===== config.mk =====
export PLATFORM = sky130hd
export DESIGN_NAME = fsm_dispense_flat
export DESIGN_NICKNAME = d
export VERILOG_FILES = /design/src/rtl/fsm_dispense_if.sv /design/src/rtl/fsm_dispense.sv /design/src/flat_wrapper.sv
export SDC_FILE = /design/constraint.sdc
export NUM_CORES = 1
export LEC_CHECK = 0
export BUFFER_PORTS_ARGS = -buffer_cell sky130_fd_sc_hd__buf_4
export CAP_MARGIN = 20
export CORE_ASPECT_RATIO = 1.25
export CORE_MARGIN = 1.5
export CORE_UTILIZATION = 25
export CTS_CLUSTER_DIAMETER = 50
export DETAILED_ROUTE_END_ITERATION = 10
export GPL_ROUTABILITY_DRIVEN = 0
export GPL_TIMING_DRIVEN = 0
export PLACE_DENSITY = 0.38
export SLEW_MARGIN = 20
export SYNTH_ARGS = -nofsm -noshare
export SYNTH_HDL_FRONTEND = slang
export SYNTH_SLANG_ARGS = --single-unit

===== constraint.sdc =====
create_clock -name clk -period 2.5 [get_ports clk]
set_input_delay 0.125 -clock clk [delete_from_list [all_inputs] [get_ports clk]]
set_output_delay 0.125 -clock clk [all_outputs]
set_load 0.01 [all_outputs]

===== src/rtl/fsm_dispense_if.sv =====
// Dispenser port bundle: order pulses and sensor in, actuator drives and status out.
// master drives the order side, slave is the dispenser itself.
interface fsm_dispense_if #(
    parameter int DEPTH = 4
) ();
    logic                   sell_flag;
    logic                   change_flag;
    logic                   item_drop;
    logic                   fault_clr;
    logic                   motor_on;
    logic                   coin_eject;
    logic                   busy;
    logic                   vend_done;
    logic                   fault;
    logic                   overflow;
    logic [$clog2(DEPTH):0] pending;

    modport master (
        output sell_flag, change_flag, item_drop, fault_clr,
        input  motor_on, coin_eject, busy, vend_done, fault,
        input  overflow, pending
    );

    modport slave (
        input  sell_flag, change_flag, item_drop, fault_clr,
        output motor_on, coin_eject, busy, vend_done, fault,
        output overflow, pending
    );
endinterface


===== src/rtl/fsm_dispense.sv =====
// Vend sequencer: queues paid orders, runs motor, ejects change, cools down.
// All actuator/status outputs are registered alongside the state.
module fsm_dispense #(
    parameter int DEPTH         = 4,
    parameter int MOTOR_TIMEOUT = 100,
    parameter int EJECT_CYC     = 8,
    parameter int GAP_CYC       = 4
) (
    input  logic           clk,
    input  logic           rst,
    fsm_dispense_if.slave  bus
);
    localparam int AW = $clog2(DEPTH);
    localparam int PW = AW + 1;
    localparam int CW = $clog2(MOTOR_TIMEOUT + EJECT_CYC + GAP_CYC + 1);

    typedef enum logic [2:0] {
        IDLE  = 3'd0,
        VEND  = 3'd1,
        EJECT = 3'd2,
        GAP   = 3'd3,
        FAULT = 3'd4
    } state_t;

    state_t           state;
    logic [DEPTH-1:0] mem;
    logic [AW-1:0]    rd_ptr;
    logic [AW-1:0]    wr_ptr;
    logic             chg;
    logic [CW-1:0]    cnt;
    logic             full;
    logic             pop;
    logic             push;

    assign full = (bus.pending == PW'(DEPTH));
    assign pop  = (state == IDLE) && (bus.pending != '0);
    // A full FIFO still accepts a push when the head leaves in the same cycle
    assign push = bus.sell_flag && (!full || pop);

    always_ff @(posedge clk or negedge rst) begin
        if (!rst) begin
            mem          <= '0;
            rd_ptr       <= '0;
            wr_ptr       <= '0;
            bus.pending  <= '0;
            bus.overflow <= 1'b0;
        end else begin
            if (push) begin
                mem[wr_ptr] <= bus.change_flag;
                wr_ptr      <= wr_ptr + AW'(1);
            end
            if (pop)
                rd_ptr <= rd_ptr + AW'(1);
            if (bus.sell_flag && !push)
                bus.overflow <= 1'b1;
            case ({push, pop})
                2'b10:   bus.pending <= bus.pending + PW'(1);
                2'b01:   bus.pending <= bus.pending - PW'(1);
                default: bus.pending <= bus.pending;
            endcase
        end
    end

    always_ff @(posedge clk or negedge rst) begin
        if (!rst) begin
            state          <= IDLE;
            chg            <= 1'b0;
            cnt            <= '0;
            bus.motor_on   <= 1'b0;
            bus.coin_eject <= 1'b0;
            bus.busy       <= 1'b0;
            bus.vend_done  <= 1'b0;
            bus.fault      <= 1'b0;
        end else begin
            bus.vend_done <= 1'b0;
            case (state)
                IDLE: begin
                    bus.motor_on   <= pop;
                    bus.coin_eject <= 1'b0;
                    bus.fault      <= 1'b0;
                    bus.busy       <= pop;
                    if (pop) begin
                        chg   <= mem[rd_ptr];
                        cnt   <= '0;
                        state <= VEND;
                    end
                end
                VEND: begin
                    if (bus.item_drop) begin
                        bus.motor_on <= 1'b0;
                        cnt          <= '0;
                        if (chg) begin
                            bus.coin_eject <= 1'b1;
                            state          <= EJECT;
                        end else begin
                            bus.vend_done <= 1'b1;
                            state         <= GAP;
                        end
                    end else if (cnt == CW'(MOTOR_TIMEOUT - 1)) begin
                        bus.motor_on <= 1'b0;
                        bus.fault    <= 1'b1;
                        state        <= FAULT;
                    end else begin
                        cnt <= cnt + CW'(1);
                    end
                end
                EJECT: begin
                    if (cnt == CW'(EJECT_CYC - 1)) begin
                        bus.coin_eject <= 1'b0;
                        bus.vend_done  <= 1'b1;
                        cnt            <= '0;
                        state          <= GAP;
                    end else begin
                        cnt <= cnt + CW'(1);
                    end
                end
                GAP: begin
                    if (cnt == CW'(GAP_CYC - 1)) begin
                        bus.busy <= 1'b0;
                        state    <= IDLE;
                    end else begin
                        cnt <= cnt + CW'(1);
                    end
                end
                FAULT: begin
                    if (bus.fault_clr) begin
                        bus.fault <= 1'b0;
                        bus.busy  <= 1'b0;
                        state     <= IDLE;
                    end
                end
                default: begin
                    bus.motor_on   <= 1'b0;
                    bus.coin_eject <= 1'b0;
                    bus.busy       <= 1'b0;
                    bus.fault      <= 1'b0;
                    state          <= IDLE;
                end
            endcase
        end
    end
endmodule


===== src/flat_wrapper.sv =====
// flat-port wrapper written by rule: the top's interface ports become plain ports
module fsm_dispense_flat 
#(
    parameter int DEPTH         = 4,
    parameter int MOTOR_TIMEOUT = 100,
    parameter int EJECT_CYC     = 8,
    parameter int GAP_CYC       = 4
)
  (clk, rst, bus_sell_flag, bus_change_flag, bus_item_drop, bus_fault_clr, bus_motor_on, bus_coin_eject, bus_busy, bus_vend_done, bus_fault, bus_overflow, bus_pending);
  fsm_dispense_if #(.DEPTH(DEPTH)) bus_i ();
  input  logic clk;
  input  logic rst;
  input wire logic [$bits(bus_i.sell_flag)-1:0] bus_sell_flag;
  input wire logic [$bits(bus_i.change_flag)-1:0] bus_change_flag;
  input wire logic [$bits(bus_i.item_drop)-1:0] bus_item_drop;
  input wire logic [$bits(bus_i.fault_clr)-1:0] bus_fault_clr;
  output wire logic [$bits(bus_i.motor_on)-1:0] bus_motor_on;
  output wire logic [$bits(bus_i.coin_eject)-1:0] bus_coin_eject;
  output wire logic [$bits(bus_i.busy)-1:0] bus_busy;
  output wire logic [$bits(bus_i.vend_done)-1:0] bus_vend_done;
  output wire logic [$bits(bus_i.fault)-1:0] bus_fault;
  output wire logic [$bits(bus_i.overflow)-1:0] bus_overflow;
  output wire logic [$bits(bus_i.pending)-1:0] bus_pending;
  assign bus_i.sell_flag = bus_sell_flag;
  assign bus_i.change_flag = bus_change_flag;
  assign bus_i.item_drop = bus_item_drop;
  assign bus_i.fault_clr = bus_fault_clr;
  assign bus_motor_on = bus_i.motor_on;
  assign bus_coin_eject = bus_i.coin_eject;
  assign bus_busy = bus_i.busy;
  assign bus_vend_done = bus_i.vend_done;
  assign bus_fault = bus_i.fault;
  assign bus_overflow = bus_i.overflow;
  assign bus_pending = bus_i.pending;
  fsm_dispense #(.DEPTH(DEPTH), .MOTOR_TIMEOUT(MOTOR_TIMEOUT), .EJECT_CYC(EJECT_CYC), .GAP_CYC(GAP_CYC)) u_core (.clk(clk), .rst(rst), .bus(bus_i));
endmodule

Yosys cells after proc, flatten, opt, wreduce, memory -nomap -nowiden
Index checks and enable logic that the tools add are counted.

Register bits: 28. Bits of input ports: 6. Output and inout bits: 9. Logic and storage cells: 105.

$add $sub $neg: 5. Magnitude comparators: 3. Equal/unequal tests: 21. Multiplexer cells: 37. Bitwise gates (word level): 4. Reduce and logical (&&, ||, !) cells: 22.

Operator list (number): 7-bit two-way mux (5); 7-bit one-hot mux with 4 select lines (1); 3-bit two-way mux (6); 1-bit two-way mux (15); 3-bit one-hot mux with 5 select lines (1); 4-bit AND reduction (3); 2-bit by 1-bit != test with 1-bit output, second input constant (5); 1-bit one-hot mux with 3 select lines (3); 2-bit != test, second input constant (4); 7-bit by 1-bit adder with 7-bit output, second input constant (1); 7-bit by 2-bit == test with 1-bit output, second input constant (1); 7-bit by 3-bit == test with 1-bit output, second input constant (1); 7-bit == test, second input constant (1); 3-bit by 2-bit == test with 1-bit output, second input constant (2); 3-bit == test, second input constant (2); 2-bit by 3-bit less-than comparator with 1-bit output, second input constant (2); 3-bit one-hot mux with 2 select lines (1); 2-bit OR reduction (3); 5-bit AND reduction (1); 2-bit by 1-bit adder with 2-bit output, second input constant (2); 4-bit bitwise mux (1); 1-bit logical AND (4); 1-bit NOT (4); 1-bit one-hot mux with 4 select lines (1); other kinds (20) (22).

Longest topological paths before layout
Depth after elaboration: 6. Gate-level depth with buffers: 10. Gate-level depth less buffers: 9.

Least setup slack after synthesis
OpenSTA, ideal clock, no wires.

Path type: register to register. Start point: register u_core.state[2]. End point: register u_core.bus.pending[2]. Library setup time: 80 ps. Data arrival time: 2110 ps. Data required time: 2420 ps. Setup slack: 310 ps. Cell stages (with the launch flop): 10. Path buffers: 1. Clock period less this slack: 2190 ps. Cell sequence: dfrtp_1 -> buf_6 -> or3_4 -> nor2_1 -> ha_1 -> inv_1 -> fa_1 -> xor2_1 -> nor2_1 -> xor2_1.

Longest elaborated chain between the ends: 6. Elaborated cells on any way between the ends: 8. Those cells by class: eq/ne: 2; mux: 1; reduce/logical: 5.

RTL lines: start, declared (line fsm_dispense.sv:25) `state_t state;`; start signal, assigned (line fsm_dispense.sv:66) `state <= IDLE;`; start signal, assigned (line fsm_dispense.sv:85) `state <= VEND;`; start signal, assigned (line fsm_dispense.sv:94) `state <= EJECT;`; 3-bit logical NOT (*) (line fsm_dispense.sv:36) `assign pop = (state == IDLE) && (bus.pending != '0);`; 1-bit logical AND (*) (line fsm_dispense.sv:36); net u_core.pop (line fsm_dispense.sv:32) `logic pop;`; 1-bit logical OR (line fsm_dispense.sv:38) `assign push = bus.sell_flag && (!full || pop);`; 1-bit logical AND (line fsm_dispense.sv:38); 2-bit by 1-bit == test with 1-bit output or 2-bit == test (tied branches) (line fsm_dispense.sv:56) `case ({push, pop})`; 3-bit one-hot mux with 2 select lines or 2-bit nonzero test (tied branches); end signal, assigned (line fsm_dispense.sv:57) `2'b10: bus.pending <= bus.pending + PW'(1);`; end signal, assigned (line fsm_dispense.sv:58) `2'b01: bus.pending <= bus.pending - PW'(1);`; end signal, assigned (line fsm_dispense.sv:59) `default: bus.pending <= bus.pending;`; end, declared (line fsm_dispense_if.sv:27) `output overflow, pending`.

Mark *: on every way through the listed nets, which the timed path passes. The rest lies on a longest branch. A chain may end at the register's enable or synchronous reset.

Worst setup path in the final report
Ends and elaborated chain as after synthesis.

==> results.toml <==
[pwr]
powerDensity_nw_per_um2 = 1140
vdd_drop_max_uv = 358
p_leak_nw = 0.856

[global_routing]
antenna_found_initial = 0
grt_overflow = 0
track_usage = 0.118
grt_pass1_wl_um = 6270
use_met3 = 0.0198
grt_pass1_vias = 1310
use_met2 = 0.197
grt_max_degree = 29
grt_use_met1 = 0.148
top_usage_layer = "met2"

[drt]
ant_nets = 0
vias = 1229
post-route-drc-count = 0
viasPerCell = 4.76
drt_pass1_iterations = 4
routed_wl_um = 3550
post_drt_wl_per_cell_um = 13.8
drtIter0Drc = 43

[clock_tree]
clk_latency_ns = 0.29
numCtsBuffers = 3
clock_path_buffers = 2
cts_tree = "done"
clk_pin_slew_ns = 0.11
clock_sinks = 28
cts_max_level = 1
cts-root-buf = "clkbuf_8"
postCtsSetupBuffers = 0

[floorplan]
core_area_um2 = 6170
start_util = 0.258
die_x_um = 74.4
std_cell_rows = 32
die_h_um = 92.2
dieArea_um2 = 6860
ios = 15

[logic_synthesis]
ys_types = 47
synth_edf_count = 0
synthMuxAreaShare = 0.0684
avgSynthCellArea_um2 = 10.3
syn-num-nets = 167
netlist_instances = 154
ys_ff_latch = 28
async_reset_ff_frac = 1.00
synth_compound_gate_area_share = 0.146
syn_area_um2 = 1590
synth_top_family_by_area = "simple AND/OR/NAND/NOR gates"
seq_area_frac_synth = 0.440
synthAdderAreaFrac = 0.0597
ys.flop_type = "dfrtp_1"
synth-xor-area-share = 0.0330
synthSimpleGateAreaFrac = 0.202
yosysWarnings = 0

[placement]
hpwl_um = 2670
dpl_worst_slack_ns = -0.0450
port_buffers = 14

[timing]
fin_ws_ns = 0.165
slew_violations = 0
hold_violations = 0
fmax_mhz = 428
slew_headroom = 0.587
worstMarginPinSlew_ns = 0.615
rsz0062_at_grt = "no"
min_period_ns = 2.34
min_period_over_period = 0.934
clock-skew-final_ns = 0.00737
whs_ns = 0.0630
setup_viol = 0

[finish]
final_nets = 187
diodes = 0
area.growth.synth_to_final_pct = 18.6
post_route_cells_drive_above_1_share = 0.179

[outcome]
status = "completed"

[critical_path]
critical_path_class = "flop to flop"
r2r-end = "u_core.bus.pending[2]$_DFFE_PN0P_"
ff2ff_setup_slack_ns = 0.16
crit_path_start_kind = "flop"
timing.rr.start = "u_core.state[2]$_DFFE_PN0P_"
cp.arrival_ns = 2.55
r2r_cells = 9
end_kind = "flop"
crit_required_ns = 2.71
cp_max_fo = 9

[hold_path]
hold_depth = 2
hold_path_end = "u_core.mem[2]$_DFFE_PN0P_"
hold_start = "bus_change_flag"
hold_path_class = "input port to flop"

[job]
maxCapViolCount = 0
## cells in the mapped netlist (all sizes together) (2+ instances only)
library cell	count	share of area
nor2	7	0.017
clkbuf	2	0.0047
nor2b	2	0.0079
xor2	3	0.017
nand3	4	0.013
and3	4	0.019
mux2	5	0.035
nand4	4	0.016
a31oi	3	0.021
nand2b	2	0.0079
mux2i	3	0.019
or3	3	0.015
buf	3	0.017
a211o	2	0.011
nor3b	3	0.014
o21ai	6	0.019
a21oi	8	0.025
inv	12	0.028
xnor2	3	0.017
o2bb2ai	2	0.011
nor3	4	0.013
dfrtp	28	0.44
nand2	17	0.040
ha	6	0.047
## worst max-delay path, stage by stage (launching register included)
cell and delay [ns]:
dfrtp_1 0.38, buf_6 0.14, or3_4 0.36, nor2_2 0.26, ha_1 0.25, inv_1 0.06, fa_1 0.37, xor2_1 0.15
nor2_1 0.12, xor2_1 0.16
## how the worst max path moves through the flow
stage,depth (start not counted),from,end,slack [ns]
2_1_floorplan,9,u_core.state[2]$_DFFE_PN0P_,u_core.bus.pending[2]$_DFFE_PN0P_,0.31
3_3_place_gp,9,u_core.state[2]$_DFFE_PN0P_,u_core.bus.pending[2]$_DFFE_PN0P_,-0.02
3_5_place_dp,9,u_core.state[2]$_DFFE_PN0P_,u_core.bus.pending[2]$_DFFE_PN0P_,-0.04
4_1_cts,9,u_core.state[2]$_DFFE_PN0P_,u_core.bus.pending[2]$_DFFE_PN0P_,0.10
5_1_grt,8,u_core.state[1]$_DFFE_PN0P_,u_core.bus.pending[2]$_DFFE_PN0P_,0.005
6_report,9,u_core.state[2]$_DFFE_PN0P_,u_core.bus.pending[2]$_DFFE_PN0P_,0.16
## report_power, final
group	switching [W]	total [W]	internal [W]
combinational	0.000473	0.000939	0.000466
sequential	0.000187	0.000832	0.000644
clock	0.000163	0.000378	0.000215
total	0.000824	0.00215	0.00133
## state kept, by name, summed over array words and instances (netlist names)
name,flops
u_core.cnt,7
u_core.bus.coin_eject,1
u_core.chg,1
u_core.bus.pending,3
u_core.mem,4
u_core.bus.vend_done,1
u_core.wr_ptr,2
u_core.bus.busy,1
u_core.bus.overflow,1
u_core.rd_ptr,2
u_core.bus.motor_on,1
u_core.bus.fault,1
u_core.state,3
## cells by family after synthesis
logic type	Yosys count
AND/OR/NAND/NOR	56
AO/OA/AOI/OAI	31
flip-flops	28
buffers and inverters	17
multiplexers	9
adder cells (fa/ha/maj)	7
XOR/XNOR	6
## per-layer routing
layer	part of all wire	routed length, um	vias to the layer above
met5	0	0	-
met4	0.014	51	0
met3	0.030	106	5
met2	0.53	1870	25
met1	0.43	1520	606
li1	-	-	593
## placed cells by master (no fill, tap or decap), drive strengths merged, types with 5 or more instances in the layout
| cell type | n |
|---|---|
| dfrtp | 28 |
| inv | 12 |
| ha | 6 |
| clkbuf | 5 |
| nand2 | 17 |
| mux2 | 5 |
| nor2 | 7 |
| o21ai | 6 |
| a21oi | 8 |
| buf | 17 |
## what timing repair did
action / CTS / global route
hold buffers: 1 / 0
endpoints found under the setup margin: 1 / 0
hold endpoints to repair: 28 / 0
resized for setup: 1 / 0
## final cells by class
type / instances / area, um^2
inverters: 12 / 45.0
flip-flops and latches: 28 / 701
repair buffers: 15 / 115
fillers: 676 / 4280
well taps: 85 / 106
clock buffers: 3 / 41.3
clock inverters: 1 / 30.0
multi-input cells: 109 / 813
plain buffers: 5 / 35.0
## through the flow
stage          cells  cell area [um^2]  TNS, ns   util  power, W
2_1_floorplan    154              1590        0      -   0.00149
3_3_place_gp     253              1800  -0.0202  0.292   0.00176
3_5_place_dp     253              1800  -0.0450  0.292   0.00180
4_1_cts          258              1890        0  0.306   0.00218
5_1_grt          258              1890        0  0.306   0.00235
6_report         258              1890        0  0.306   0.00215
Power figures use the tool's default switching activity.
